## src/rtl/multi_delay_timer.sv

```systemverilog
// multi_delay_timer: a bank of independent countdown timers that share one load port.
// Each channel runs one-shot or periodic, can be retriggered or aborted, and
// pulses its done bit for one cycle on expiry.
module multi_delay_timer #(
    parameter  int WIDTH    = 12,
    parameter  int CHANNELS = 4,
    localparam int CH_W     = (CHANNELS > 1) ? $clog2(CHANNELS) : 1
) (
    input  logic                clk,
    input  logic                rst,
    input  logic                start,
    input  logic [CH_W-1:0]     load_ch,
    input  logic [WIDTH-1:0]    load,
    input  logic                periodic,
    input  logic [CHANNELS-1:0] abort,
    input  logic [CH_W-1:0]     mon_ch,
    output logic [CHANNELS-1:0] done,
    output logic [CHANNELS-1:0] inactive,
    output logic                any_done,
    output logic                busy,
    output logic [WIDTH-1:0]    remaining
);

    localparam logic [0:0] IDLE     = 1'b0;
    localparam logic [0:0] COUNTING = 1'b1;

    logic [0:0]          mode      [CHANNELS];
    logic [WIDTH-1:0]    countdown [CHANNELS];
    logic [WIDTH-1:0]    reload    [CHANNELS];
    logic [CHANNELS-1:0] per;
    logic [CHANNELS-1:0] hit;

    // Decode which channel, if any, the shared load port addresses this cycle;
    // an out-of-range load_ch matches no channel and is thereby ignored.
    always_comb begin
        hit = '0;
        for (int i = 0; i < CHANNELS; i++) begin
            hit[i] = start && (load_ch == CH_W'(i));
        end
    end

    // Per-channel state update: abort (or a zero-length start) beats a start,
    // and a start beats the expiry of the run it replaces.
    always_ff @(posedge clk or posedge rst) begin
        if (rst) begin
            for (int i = 0; i < CHANNELS; i++) begin
                mode[i]      <= IDLE;
                countdown[i] <= '0;
                reload[i]    <= '0;
            end
            per  <= '0;
            done <= '0;
        end else begin
            for (int i = 0; i < CHANNELS; i++) begin
                done[i] <= 1'b0;
                if (abort[i] || (hit[i] && (load == '0))) begin
                    mode[i]      <= IDLE;
                    countdown[i] <= '0;
                end else if (hit[i]) begin
                    mode[i]      <= COUNTING;
                    countdown[i] <= load;
                    reload[i]    <= load;
                    per[i]       <= periodic;
                end else if (mode[i] == COUNTING) begin
                    if (countdown[i] > WIDTH'(1)) begin
                        countdown[i] <= countdown[i] - WIDTH'(1);
                    end else begin
                        done[i] <= 1'b1;
                        if (per[i]) begin
                            countdown[i] <= reload[i];
                        end else begin
                            mode[i]      <= IDLE;
                            countdown[i] <= '0;
                        end
                    end
                end
            end
        end
    end

    // Status flags straight off the mode registers; an idle channel always
    // holds countdown 0, so the readout needs no mode qualification.
    always_comb begin
        remaining = '0;
        for (int i = 0; i < CHANNELS; i++) begin
            inactive[i] = (mode[i] == IDLE);
            if (mon_ch == CH_W'(i)) begin
                remaining = countdown[i];
            end
        end
    end

    assign any_done = |done;
    assign busy     = ~&inactive;

endmodule

```

## config.mk

```make
export PLATFORM = sky130hd
export DESIGN_NAME = multi_delay_timer
export DESIGN_NICKNAME = d
export VERILOG_FILES = /design/src/rtl/multi_delay_timer.sv
export SDC_FILE = /design/constraint.sdc
export NUM_CORES = 1
export LEC_CHECK = 0
export CAP_MARGIN = 20
export CORE_MARGIN = 2
export CORE_UTILIZATION = 59
export CTS_CLUSTER_SIZE = 40
export DETAILED_ROUTE_END_ITERATION = 16
export PLACE_DENSITY = 0.86
export SYNTH_ARGS = -nofsm -noshare
export SYNTH_HDL_FRONTEND = slang
export SYNTH_SLANG_ARGS = --single-unit
```

## constraint.sdc

```tcl
create_clock -name clk -period 4.5 [get_ports clk]
set_input_delay 0.9 -clock clk [delete_from_list [all_inputs] [get_ports clk]]
set_output_delay 0.9 -clock clk [all_outputs]
set_load 0.05 [all_outputs]
```

=== Yosys cells after proc, flatten, opt, wreduce, memory -nomap -nowiden ===
Index checks and enable logic that the tools add are counted.

* Add/subtract/negate cells: 4
* $lt $le $gt $ge: 4
* Equal/unequal tests: 6
* Multiplexer cells: 60
* Bitwise gates (word level): 8
* Reductions and logical operators: 26

{| class="wikitable"
|+ Operators with widths
! cell !! number
|-
| $mux W12 || 24
|-
| $gt A12 B1 Y1 const B || 4
|-
| $sub A12 B1 Y12 const B || 4
|-
| $mux W1 || 36
|-
| $logic_not A12 Y1 || 1
|-
| $reduce_bool A3 Y1 || 4
|-
| $eq A2 B2 Y1 const B || 4
|-
| $logic_and A1 B1 Y1 || 8
|-
| $not A1 Y1 || 8
|-
| $reduce_and A2 Y1 || 4
|-
| $eq A2 B1 Y1 const B || 2
|-
| $logic_not A2 Y1 || 2
|-
| $logic_or A1 B1 Y1 || 4
|-
| $reduce_and A4 Y1 || 1
|-
| $reduce_or A4 Y1 || 1
|-
| $logic_not A1 Y1 || 1
|}

* Register bits: 108
* Output and inout port bits: 22
* Logic and storage cells: 125

=== Depth between registers and ports, before layout ===
* Depth in word-level cells: 6
* Depth in mapped cells: 9
* Gate-level depth less buffers: 7

=== Worst setup path after synthesis ===
No wires, ideal clock.

* Path type: input -> output
* Start: input port mon_ch[1]
* End: output port remaining[2]
* Arrival: 2.255 ns
* Data required time: 3.600 ns
* Path slack: 1.345 ns
* Stages on the path: 2
* Path buffers: 1
* Cells stage by stage: buf_1 -> mux4_1

* Word-level cells in the longest chain between the ends: 5

{| class="wikitable"
|+ RTL lines
! element !! line !! source
|-
| start: declaration || 16 || <nowiki>input logic [CH_W-1:0] mon_ch,</nowiki>
|-
| $logic_not A2 Y1 || 87 || <nowiki>if (mon_ch == CH_W'(i)) begin</nowiki>
|-
| $mux W12 (3 in a row) || 87 ||
|-
| $mux W12 * || 87 ||
|-
| end: declaration || 21 || <nowiki>output logic [WIDTH-1:0] remaining</nowiki>
|}

Every way passes the cells marked *; elsewhere a longest branch is shown, timed or not.

=== Final worst setup path ===
* Start: input port mon_ch[1]
* End: output port remaining[1]

Same word-level chain as after synthesis.

==> out/metrics.cfg <==
[cts]
clock_path_buffers=2
cts_made_buffers=9
cts_resized=0
cts-root-buf=clkbuf_8
clkLatencyLatePin_ns=0.39
path_clk_slew_ns=0.09
numClockSinks=108
cts_hold_buf=0
htree_levels=3
post-cts-setup-buffers=0
cts_tree=done

[worst_setup_path]
worstPathMaxFanout=12
arrival_ns=2.91
r2r_slack_ns=1.54
cp_data_required_time_ns=3.60
r2r_cells=7
start_kind=primary input
rr_startpoint=countdown[24]
worstSetupPathType=primary input to primary output
r2r_end=countdown[26]
end_kind=primary output

[yosys]
synth-edff-count=0
syn_area_per_cell_um2=9.21
synth_fp_nets=727
synth_area_mm2=0.00640
synth_top_family_by_area=simple AND/OR/NAND/NOR gates
seq_area_frac_synth_pct=42.2
muxShareOfSynthArea_pct=6.28
ys.flop_type=dfrtp_1
synth_xor_area_share_pct=3.01
yosys_warnings=0
synthSimpleGateAreaFrac_pct=22.4
ys_seq_elements=108
synth_cell_types=69
synthArstFlopShare_pct=100
synthAdderAreaFrac_pct=1.56
synth_compound_area_share_pct=19.9
synthCells=695

[drt]
firstDrtPassIters=5
vias_per_cell=7.01
wirelength_mm=19.8
drtIter0Drc=565
num_vias=6032
ant_nets=0
drc=0
wl_per_cell_um=23.0

[floorplan]
dieArea_mm2=0.0117
die_h_um=108
start_util_pct=59.8
coreArea_mm2=0.0107
ios=46
die_x_um=108
rows=38

[timing]
fin_setup_tns_ns=0
finalCriticalPeriod_ns=3.81
worst_pin_slew_ns=0.910
setup_viol=0
fin_crit_sh_pct=84.7
maxClockFrequency_mhz=262
report.final.hold_viol_count=0
clock_skew_ns=0.00556
rsz0062_at_grt=no
drv_slew=0
slew_headroom_pct=39.1

[hold_path]
holdPathEnd=reload[6]
holdPathStages=2
min_from=reload[6]
hp-class=register to register

[finish]
nets=748
post-route-util_pct=66.2
layout_commonest_cell=nand2_1
final_cell_area_mm2=0.00708
area_growth_pct=10.7
antenna_cells=0
final_cell_mix=nand2_1, dfrtp_1, nor2_1
fin_cells=861
drive_gt1_share_pct=9.02

[global_route]
antenna_found_initial=0
grt-ovfl-total=0
grt_max_degree=40
grtUsageTotal_pct=35.9
grt_pass1_vias=5712
grt_pass1_wl_mm=31.6

[placement]
place_area_mm2=0.00688
dp_cells=844
gp_congestion=0.977
port_buffers=45
dp_hpwl_mm=13.5

[pwr]
clockPowerShare_pct=22.4
p_int_w=0.00175
p_switching_w=0.00105
combPwrFrac_pct=31.1
power.density_mw_per_mm2=395
seqPwrFrac_pct=46.5
irDropWorstVdd_mv=0.312
p_sw_share_pct=37.4
cellLeakagePower_nw=3.07

[outcome]
outcome=finished clean

[job]
cap_violations=0

## cell usage after synthesis, drive strengths merged (17+ instances only)
library cell    n  area share [%]
nand2         112             6.6
dfrtp         108              42
nor2           60             3.5
o21ai          38             3.0
a21oi          30             2.3
clkbuf         28             1.7
a22o           24             3.3
nor3           22             1.8
nand3          19             1.5
buf            18             1.8
inv            17             1.0
xnor2          17             2.3
## cell families (layout without fill, tap and decap cells)
group,count (synthesis),count (layout)
AOI/OAI and AO/OA,183,183
xor gates and xnor gates,22,22
adders and majority gates,8,8
buffers and inverters,65,91
DFF,108,108
muxes,24,24
and+or+nand+nor,285,285
## power by group through the flow
stage / registers [W] / clock network (W) / logic, W
finish: 0.00130 / 0.000625 / 0.000869
global route: 0.00131 / 0.000666 / 0.000946
CTS: 0.00129 / 0.000625 / 0.000850
detailed placement: 0.00131 / 0 / 0.000843
global placement: 0.00130 / 0 / 0.000814
floorplan: 0.00121 / 0 / 0.000695
## critical path: stages
cell	delay [ns]
clkdlybuf4s50_1	0.45
buf_4	0.26
mux4_2	0.55
clkdlybuf4s50_1	0.74
## per-stage QoR
stage	hold slack (ns)	power [W]	worst slack (ns)
global placement	0.451	0.00211	0.695
finish	0.483	0.00279	0.689
CTS	0.487	0.00277	0.692
global route	0.505	0.00293	0.632
floorplan	0.438	0.00191	0.754
detailed placement	0.462	0.00215	0.692
## flip-flops by register name, summed over array words and instances, names as in the netlist
signal and cells:
done 4, mode 4, countdown 48, per 4
reload 48
## metal layers
metal / global-route usage, % / share of wire, %
met5: 0 / 0
met4: 16.7 / 4.3
met3: 9.16 / 13
met2: 54.2 / 45
met1: 49.1 / 38
## final cells by class
class	count	area, um2
fillers	867	3610
multi-input cells	522	3400
flip-flops and latches	108	2700
repair buffers	56	531
well taps	140	175
clock buffers	11	151
inverters	19	73.8
clock inverters	5	50.0
## worst max-delay path by stage
stage / start / to / slack, ns / depth (start not counted)
floorplan: rst / countdown[0] / 0.75 / 1
global placement: mon_ch[1] / remaining[2] / 0.69 / 4
detailed placement: mon_ch[1] / remaining[10] / 0.69 / 4
CTS: mon_ch[1] / remaining[10] / 0.69 / 4
global route: mon_ch[1] / remaining[2] / 0.63 / 4
finish: mon_ch[1] / remaining[1] / 0.69 / 4
No activity file was read; power rests on OpenSTA's default activity.
